--- src/rtl/alu_seq_pkg.sv ---
// alu_seq_pkg: shared definitions for the ALU command sequencer.
//   - W_DEF        : datapath width (fixed at 4 to match the ALU)
//   - OP_*         : ALU select codes
//   - state_t      : sequencer FSM states
//   - entry_w()    : width of one queued command {a, b, op, use_acc}
package alu_seq_pkg;

  localparam int unsigned W_DEF = 4;

  localparam logic [2:0] OP_ADD = 3'd0;
  localparam logic [2:0] OP_SUB = 3'd1;
  localparam logic [2:0] OP_AND = 3'd2;
  localparam logic [2:0] OP_OR  = 3'd3;
  localparam logic [2:0] OP_XOR = 3'd4;
  localparam logic [2:0] OP_NOT = 3'd5;
  localparam logic [2:0] OP_SHL = 3'd6;
  localparam logic [2:0] OP_SHR = 3'd7;

  typedef enum logic [1:0] {
    ST_IDLE = 2'd0,
    ST_EXEC = 2'd1,
    ST_HOLD = 2'd2
  } state_t;

  function automatic int unsigned entry_w(input int unsigned w);
    return 2 * w + 4;
  endfunction

  localparam int unsigned CMD_W = entry_w(W_DEF);

endpackage

--- src/rtl/alu_seq_fifo.sv ---
// alu_seq_fifo: synchronous FIFO holding queued ALU commands.
//   clk, rst_n      : clock, asynchronous active-low reset
//   push, push_data : write request/data (ignored while full, no bypass)
//   pop, pop_data   : read request; pop_data shows the head entry
//   full, empty     : derived from the registered occupancy count
module alu_seq_fifo #(
  parameter int unsigned DEPTH = 4,
  parameter int unsigned WIDTH = 12
) (
  input  logic             clk,
  input  logic             rst_n,
  input  logic             push,
  input  logic [WIDTH-1:0] push_data,
  input  logic             pop,
  output logic [WIDTH-1:0] pop_data,
  output logic             full,
  output logic             empty
);

  localparam int unsigned AW = $clog2(DEPTH);
  localparam int unsigned CW = AW + 1;

  logic [WIDTH-1:0] mem [DEPTH];
  logic [AW-1:0]    wr_ptr;
  logic [AW-1:0]    rd_ptr;
  logic [CW-1:0]    count;
  logic             do_push;
  logic             do_pop;

  assign full     = (count == CW'(DEPTH));
  assign empty    = (count == '0);
  assign do_push  = push && !full;
  assign do_pop   = pop && !empty;
  assign pop_data = mem[rd_ptr];

  // Pointers wrap naturally because DEPTH is a power of two.
  always_ff @(posedge clk or negedge rst_n) begin
    if (!rst_n) begin
      wr_ptr <= '0;
      rd_ptr <= '0;
      count  <= '0;
    end else begin
      if (do_push) wr_ptr <= wr_ptr + AW'(1);
      if (do_pop)  rd_ptr <= rd_ptr + AW'(1);
      case ({do_push, do_pop})
        2'b10:   count <= count + CW'(1);
        2'b01:   count <= count - CW'(1);
        default: count <= count;
      endcase
    end
  end

  always_ff @(posedge clk) begin
    if (do_push) mem[wr_ptr] <= push_data;
  end

endmodule

--- src/rtl/alu_op_sequencer.sv ---
// alu_op_sequencer: command-issue stage in front of the 4-bit ALU.
// Queues commands, drives registered operands/select to the ALU, captures
// the ALU result one cycle later and offers it on a valid/ready port.
// An accumulator holds the last result for chained (use_acc) commands.
//   cmd_*            : command input (valid/ready)
//   acc_clr          : synchronous accumulator clear (wins over capture)
//   alu_a/alu_b/alu_s: registered ALU operands and select
//   alu_y/cout/zero  : ALU combinational outputs, sampled in EXEC
//   res_*            : captured result (valid/ready)
//   busy             : FSM not idle or commands queued
// Optional: define ALU_SEQ_STATS_EN to add saturating 16-bit counters
// stat_ops (EXEC count) and stat_carry (EXEC with carry).
module alu_op_sequencer
  import alu_seq_pkg::*;
#(
  parameter int unsigned DEPTH = 4,
  parameter int unsigned W     = W_DEF
) (
  input  logic         clk,
  input  logic         rst_n,
  input  logic         cmd_valid,
  output logic         cmd_ready,
  input  logic [W-1:0] cmd_a,
  input  logic [W-1:0] cmd_b,
  input  logic [2:0]   cmd_op,
  input  logic         cmd_use_acc,
  input  logic         acc_clr,
  output logic [W-1:0] alu_a,
  output logic [W-1:0] alu_b,
  output logic [2:0]   alu_s,
  input  logic [W-1:0] alu_y,
  input  logic         alu_cout,
  input  logic         alu_zero,
  output logic         res_valid,
  input  logic         res_ready,
  output logic [W-1:0] res_y,
  output logic         res_cout,
  output logic         res_zero,
  output logic         busy
`ifdef ALU_SEQ_STATS_EN
  ,
  output logic [15:0]  stat_ops,
  output logic [15:0]  stat_carry
`endif
);

  localparam int unsigned EW = entry_w(W);

  state_t        state;
  state_t        state_n;
  logic [EW-1:0] push_data;
  logic [EW-1:0] pop_data;
  logic          full;
  logic          empty;
  logic          pop;
  logic          capture;
  logic          res_clear;
  logic [W-1:0]  acc;
  logic [W-1:0]  q_a;
  logic [W-1:0]  q_b;
  logic [2:0]    q_op;
  logic          q_use_acc;

  assign push_data = {cmd_a, cmd_b, cmd_op, cmd_use_acc};
  assign q_a       = pop_data[EW-1 -: W];
  assign q_b       = pop_data[4 +: W];
  assign q_op      = pop_data[3:1];
  assign q_use_acc = pop_data[0];

  assign cmd_ready = !full;
  assign busy      = (state != ST_IDLE) || !empty;

  alu_seq_fifo #(
    .DEPTH (DEPTH),
    .WIDTH (EW)
  ) u_fifo (
    .clk       (clk),
    .rst_n     (rst_n),
    .push      (cmd_valid && cmd_ready),
    .push_data (push_data),
    .pop       (pop),
    .pop_data  (pop_data),
    .full      (full),
    .empty     (empty)
  );

  always_ff @(posedge clk or negedge rst_n) begin
    if (!rst_n) state <= ST_IDLE;
    else        state <= state_n;
  end

  always_comb begin
    state_n   = state;
    pop       = 1'b0;
    capture   = 1'b0;
    res_clear = 1'b0;
    case (state)
      ST_IDLE: begin
        if (!empty) begin
          pop     = 1'b1;
          state_n = ST_EXEC;
        end
      end
      ST_EXEC: begin
        capture = 1'b1;
        state_n = ST_HOLD;
      end
      ST_HOLD: begin
        if (res_ready) begin
          res_clear = 1'b1;
          if (!empty) begin
            pop     = 1'b1;
            state_n = ST_EXEC;
          end else begin
            state_n = ST_IDLE;
          end
        end
      end
      default: state_n = ST_IDLE;
    endcase
  end

  // The accumulator is written at the EXEC edge, so a use_acc pop in the
  // following HOLD already reads the freshly captured result.
  always_ff @(posedge clk or negedge rst_n) begin
    if (!rst_n) begin
      alu_a     <= '0;
      alu_b     <= '0;
      alu_s     <= '0;
      res_valid <= 1'b0;
      res_y     <= '0;
      res_cout  <= 1'b0;
      res_zero  <= 1'b0;
      acc       <= '0;
    end else begin
      if (pop) begin
        alu_a <= q_use_acc ? acc : q_a;
        alu_b <= q_b;
        alu_s <= q_op;
      end
      if (capture) begin
        res_y     <= alu_y;
        res_cout  <= alu_cout;
        res_zero  <= alu_zero;
        res_valid <= 1'b1;
      end else if (res_clear) begin
        res_valid <= 1'b0;
      end
      if (acc_clr)      acc <= '0;
      else if (capture) acc <= alu_y;
    end
  end

`ifdef ALU_SEQ_STATS_EN
  always_ff @(posedge clk or negedge rst_n) begin
    if (!rst_n) begin
      stat_ops   <= '0;
      stat_carry <= '0;
    end else if (capture) begin
      if (stat_ops != '1)               stat_ops   <= stat_ops + 16'd1;
      if (alu_cout && stat_carry != '1) stat_carry <= stat_carry + 16'd1;
    end
  end
`endif

endmodule

--- config.mk ---
export PLATFORM = sky130hd
export DESIGN_NAME = alu_op_sequencer
export DESIGN_NICKNAME = d
export VERILOG_FILES = /design/src/rtl/alu_seq_pkg.sv /design/src/rtl/alu_seq_fifo.sv /design/src/rtl/alu_op_sequencer.sv
export SDC_FILE = /design/constraint.sdc
export NUM_CORES = 1
export LEC_CHECK = 0
export CORE_MARGIN = 3
export CORE_UTILIZATION = 49
export CTS_CLUSTER_DIAMETER = 100
export DETAILED_ROUTE_END_ITERATION = 16
export PLACE_DENSITY = 0.8
export SLEW_MARGIN = 40
export SYNTH_ARGS = -nofsm -noshare
export SYNTH_HDL_FRONTEND = slang
export SYNTH_HIERARCHICAL = 1
export SYNTH_SLANG_ARGS = --single-unit
export TNS_END_PERCENT = 10
--- constraint.sdc ---
create_clock -name clk -period 2.1 [get_ports clk]
set_input_delay 0.42 -clock clk [delete_from_list [all_inputs] [get_ports clk]]
set_output_delay 0.42 -clock clk [all_outputs]
set_load 0.02 [all_outputs]
* Word level (Yosys, flattened, before mapping)
Memory sizes are Yosys's and may differ from the RTL's.
Index checks and enable logic that the tools add are counted.
** Cells by class
- Multiply operators :: 0
- Equal/unequal tests :: 7
- Reduce and logical (&&, ||, !) cells :: 13
- $add $sub $neg :: 4
- Shift operators :: 0
- Mux-type cells :: 18
- $lt $le $gt $ge :: 0
- Div/mod/pow operators :: 0
- Bitwise gates (word level) :: 0
** Operators with widths (count)
- $mux W4 :: 3
- $mux W1 :: 10
- $reduce_bool A2 Y1 :: 4
- $pmux W2 S3 :: 1
- $pmux W3 S2 :: 1
- $add A2 B1 Y2 const B :: 2
- $eq A2 B1 Y1 const B :: 2
- $eq A2 B2 Y1 const B :: 2
- $mux W2 :: 2
- $ne A2 B2 Y1 const B :: 2
- $add A3 B1 Y3 const B :: 1
- $eq A3 B3 Y1 const B :: 1
- $logic_and A1 B1 Y1 :: 3
- $logic_not A3 Y1 :: 1
- $sub A3 B1 Y3 const B :: 1
- $logic_not A1 Y1 :: 2
- $logic_not A2 Y1 :: 1
- $pmux W1 S2 :: 1
- $reduce_and A2 Y1 :: 1
- $logic_or A1 B1 Y1 :: 1
** Storage, ports and cells
- Register bits :: 31
- Word-level logic and storage cells :: 55
- Memories :: 1
- Memory bits (read-only) :: 0
- Latch bits :: 0
- RAM bits :: 48
- Output and inout port bits :: 20
- Input port bits :: 23
** Memories
- u_fifo.mem :: depth 4, width 12, read ports 1, clocked after memory_dff 0, write ports 1, line alu_seq_fifo.sv:23 : logic [WIDTH-1:0] mem [DEPTH];

* Depth between registers and ports, before layout
- Word-level depth :: 7
- Mapped depth :: 10
- Mapped depth without buffers :: 10

* Modules after synthesis
Netlist, hierarchy kept.
** By module, submodules not included
- alu_seq_fifo :: seq. area each 1616.6 sq um, cells each 100, area each 2188.3 sq um, instances 1
- alu_op_sequencer :: seq. area each 600.6 sq um, cells each 81, area each 1022.2 sq um, instances 1

* Worst setup path before layout
Ideal clock, no wire load.
- Path kind :: reg2reg
- Start :: register u_fifo.count[0]
- End :: register u_fifo.count[2]
- Slack :: -0.109 ns
- Data arrival time :: 2.130 ns
- Setup time :: 0.079 ns
- Required time :: 2.021 ns
- Stages on the path, launching flop included :: 11
- Clock period less this slack :: 2.209 ns
- Cell sequence :: dfrtp_1 > nor3_1 > nor3b_4 > buf_12 > o31a_1 > ha_1 > inv_1 > fa_1 > xor2_1 > nor2_1 > xor2_1
** Between the ends
- Word-level cells in the longest chain between the ends :: 7
- Elaborated cells between the ends (all ways) :: 16
- Classes of those cells :: add/sub: 2; eq/ne: 3; mux: 4; reduce/logical: 7
** Ends and longest elaborated chain
- start: declaration :: line alu_seq_fifo.sv:26 : logic [CW-1:0] count;
- start signal: assignment :: line alu_seq_fifo.sv:46 : 2'b10: count <= count + CW'(1);
- start signal: assignment :: line alu_seq_fifo.sv:47 : 2'b01: count <= count - CW'(1);
- start signal: assignment :: line alu_seq_fifo.sv:48 : default: count <= count;
- $logic_not A3 Y1 * :: line alu_seq_fifo.sv:31 : assign empty = (count == '0);
- via empty :: line alu_op_sequencer.sv:54 : logic empty;
- $mux W1 * :: line alu_op_sequencer.sv:99, alu_op_sequencer.sv:111
- $mux W1 :: line alu_op_sequencer.sv:109 : if (res_ready) begin
- $pmux W1 S2 * :: line alu_op_sequencer.sv:97 : case (state)
- via pop :: line alu_op_sequencer.sv:55 : logic pop;
- $logic_and A1 B1 Y1 * :: line alu_seq_fifo.sv:33 : assign do_pop = pop && !empty;
- via u_fifo.do_pop :: line alu_seq_fifo.sv:28 : logic do_pop;
- $eq A2 B1 Y1 or $eq A2 B2 Y1 (tied branches) :: line alu_seq_fifo.sv:45 : case ({do_push, do_pop})
- $pmux W3 S2 or $reduce_bool A2 Y1 (tied branches)
Mark *: on every way through the listed nets, which the timed path passes. The rest lies on a longest branch.
A chain may end at the register's enable or synchronous reset.

* Final worst setup path
- Start :: register u_fifo.count[0]
- End :: register u_fifo.count[2]
** Between the ends
- Word-level cells in the longest chain between the ends :: 7
- Elaborated cells between the ends (all ways) :: 16
- Classes of those cells :: add/sub: 2; eq/ne: 3; mux: 4; reduce/logical: 7
** Ends and longest elaborated chain (line)
- $logic_not A3 Y1 * :: alu_seq_fifo.sv:31
- via empty :: alu_op_sequencer.sv:54
- $mux W1 :: alu_op_sequencer.sv:99, alu_op_sequencer.sv:111
- $mux W1 :: alu_op_sequencer.sv:109
- $pmux W1 S2 :: alu_op_sequencer.sv:97
- $logic_and A1 B1 Y1 * :: alu_seq_fifo.sv:33
- via u_fifo.do_pop :: alu_seq_fifo.sv:28
- $eq A2 B1 Y1 or $eq A2 B2 Y1 (tied branches) :: alu_seq_fifo.sv:45
- $pmux W3 S2 or $reduce_bool A2 Y1 (tied branches)
Marked as above.

==> impl_metrics.json <==
{
  "htree_levels": 3,
  "num_rows": 28,
  "multi_input_area_um2": 941,
  "clk_pin_slew_worst_paths_ns": 0.08,
  "area_growth_pct": 28.0,
  "wl_per_cell_um": 16.8,
  "drv_slew": 0,
  "start_util": 0.524,
  "synth_cell_type_count": 30,
  "r2r_start": "u_fifo/count[0]$_DFFE_PN0P_",
  "ys_ff_latch": 79,
  "final.setup.worst_slack_ns": 0.0711,
  "finalHoldViolCount": 0,
  "drtIter0Drc": 69,
  "cp-endpoint": "u_fifo/count[2]$_DFFE_PN0P_",
  "grt_max_degree": 32,
  "status": "complete, no violations",
  "yosys.area_share.simple": 0.0655,
  "synth_xor_area_frac": 0.0164,
  "dr_total_vias": 1693,
  "finalSetupViolations": 0,
  "cp.arrival_ns": 2.29,
  "rr_endpoint": "u_fifo/count[2]$_DFFE_PN0P_",
  "grt_antenna_before_repair": 0,
  "drc_errors": 0,
  "nets": 277,
  "diodes": 0,
  "yosys_warnings": 6,
  "clock-root-buffer": "clkbuf_8",
  "chipWidth_um": 86.9,
  "peakVddDrop_uv": 905,
  "port_buffers": 42,
  "tightestPinTransition_ns": 0.427,
  "synthesis.nets": 210,
  "min_path_type": "primary input to asynchronous set/reset pin",
  "crit_path_start": "u_fifo/count[0]$_DFFE_PN0P_",
  "muxShareOfSynthArea": 0.160,
  "startpoint_type": "register",
  "slew-limit-headroom": 0.716,
  "worst_setup_path_end_kind": "register",
  "synth.avg_cell_area_um2": 17.7,
  "n_fill_cell": 418,
  "numCtsBuffers": 9,
  "coreArea_um2": 6130,
  "regArea_um2": 2220,
  "io-pin-count": 43,
  "synth-seq-area-share": 0.691,
  "dp_hpwl_um": 3660,
  "dp.cells": 306,
  "final.period_utilization": 0.966,
  "finClkSkew_ns": 0.00785,
  "total_power_uw": 6340,
  "synthCells": 181,
  "grt_usage": 0.164,
  "drive_gt1_frac": 0.292,
  "fin_cells": 328,
  "clock-sinks": 79,
  "yosys.area_share.adder": 0.0257,
  "grt_pass1_vias": 1790,
  "r2r_setup_slack_ns": 0.07,
  "vias_per_cell": 5.16,
  "tritoncts": "built",
  "place_congestion": 0.734,
  "maxCapViolCount": 0,
  "grt-ovfl-total": 0,
  "worstPathRequired_ns": 2.36,
  "fmax_mhz": 493,
  "p_leak_uw": 0.00161,
  "antenna_left": 0,
  "clock_path_buffers": 2,
  "dieHeight_um": 86.9,
  "r2r_cells": 9,
  "grt_first_pass_wirelength_um": 8900,
  "fin_crit_ns": 2.03,
  "pwr_density_cell_nw_per_um2": 1540,
  "dp_worst_setup_slack_ns": -0.383,
  "dr.pass1.iters": 4,
  "synthesis.area_um2": 3210,
  "crit_fanout": 5,
  "clkLatencyLatePin_ns": 0.35,
  "drt_wl_total_um": 5510,
  "synth_compound_area_frac": 0.0136,
  "synth_top_family_by_area": "multiplexers",
  "die_area_um2": 7560,
  "path_class": "register to register"
}
==> power by group <==
group          leakage (µW)  internal (µW)  switching, µW
Combinational      0.000702           1520           1160
Clock              0.000102            665            523
Sequential         0.000811           2170            313
Total               0.00161           4350           1990
==> routing by layer <==
metal,part of all wire,wire [µm],global-route usage,vias to the layer above
met5,0,0,0,-
met4,0.017,94,0.0807,0
met3,0.055,301,0.0501,8
met2,0.51,2810,0.264,45
met1,0.42,2300,0.202,842
li1,-,-,-,798
==> cell usage after synthesis, drive strengths merged <==
cell    number  area [µm²]
and2b        1        10.0
buf          5        61.3
nand2       25        93.8
nor2b        2        15.0
mux2        16         218
a21oi        6        30.0
edfxtp      48        1440
o21ai        1        5.00
nor3         1        5.00
ha           5        62.6
dfrtp       31         776
nor2         2        7.51
and2         4        25.0
xnor2        3        26.3
inv          8        30.0
nand2b       2        15.0
mux2i        1        10.0
mux4        12         285
fa           1        20.0
o31a         1        8.76
xor2         3        26.3
nor3b        3        38.8
==> per-stage QoR <==
step | hold WS, ns | TNS [ns] | util | instance area (µm²)
after floorplan | 0.124 | -0.0631 | - | 3230
after global placement | 0.456 | -0.551 | 0.624 | 3830
after detailed placement | 0.461 | -0.632 | 0.624 | 3830
after CTS | 0.480 | 0 | 0.660 | 4050
after global routing | 0.502 | -0.102 | 0.670 | 4110
final | 0.474 | 0 | 0.670 | 4110
==> sequential cells by signal, summed over array words and instances, names as in the netlist, 2 cells and up <==
register       flops
state              2
alu_s              3
u_fifo/wr_ptr      2
acc                4
res_y              4
alu_a              4
alu_b              4
u_fifo/mem        48
u_fifo/rd_ptr      2
u_fifo/count       3
==> cell usage in the layout (no fill, tap or decap), types with 2 or more instances in the layout <==
cell	Yosys	routed
edfxtp_1	48	48
clkdlybuf4s50_1	0	39
dfrtp_1	31	26
nand2_1	25	25
buf_4	0	15
mux2_4	10	10
clkbuf_8	0	9
mux4_2	8	8
inv_1	8	6
a21oi_1	6	6
mux2_2	6	6
dfrtp_2	0	5
mux4_1	4	4
and2_1	4	4
ha_1	5	4
buf_12	2	4
dlygate4sd2_1	0	3
xnor2_1	3	3
xor2_1	3	3
nor2_1	2	2
bufinv_16	0	2
clkinv_2	0	2
clkinvlp_4	0	2
inv_2	0	2
==> critical path: stages (launching register included) <==
cell and delay, ns:
dfrtp_2 0.43, nor3_4 0.08, nor3b_4 0.20, o31a_1 0.23, ha_4 0.15, inv_2 0.04
fa_2 0.35, xor2_1 0.15, nor2_1 0.14, xor2_1 0.18
==> layout make-up <==
type,instances,area share
Clock inverter,6,0.0207
Sequential cell,79,0.541
Timing Repair Buffer,61,0.148
Clock buffer,10,0.0311
Inverter,8,0.00731
Tap cell,75,0.0228
Multi-Input combinational cell,89,0.229
==> kinds of logic after synthesis <==
kind of cell,Yosys count
AOI/OAI and AO/OA,8
muxes,29
buffers and inverters,13
and+or+nand+nor,40
xor gates and xnor gates,6
DFF,79
adders and majority gates,6
==> worst min-delay path by stage <==
stage / slack [ns] / from / end
after floorplan: 0.12 / rst_n / acc[0]$_DFFE_PN0P_
after global placement: 0.46 / res_y[2]$_DFFE_PN0P_ / res_y[2]$_DFFE_PN0P_
after detailed placement: 0.46 / res_y[2]$_DFFE_PN0P_ / res_y[2]$_DFFE_PN0P_
after CTS: 0.48 / res_y[2]$_DFFE_PN0P_ / res_y[2]$_DFFE_PN0P_
after global routing: 0.50 / res_y[2]$_DFFE_PN0P_ / res_y[2]$_DFFE_PN0P_
final: 0.47 / rst_n / alu_a[3]$_DFFE_PN0P_
==> timing repair <==
action / in CTS / in global routing
buffers inserted: 0 / 6
hold buffers: 0 / 0
hold endpoints to repair: 0 / 0
endpoints found under the setup margin: 3 / 1
gates resized for setup: 5 / 8
pin swaps: 1 / 5
No activity file was read; power rests on OpenSTA's default activity.
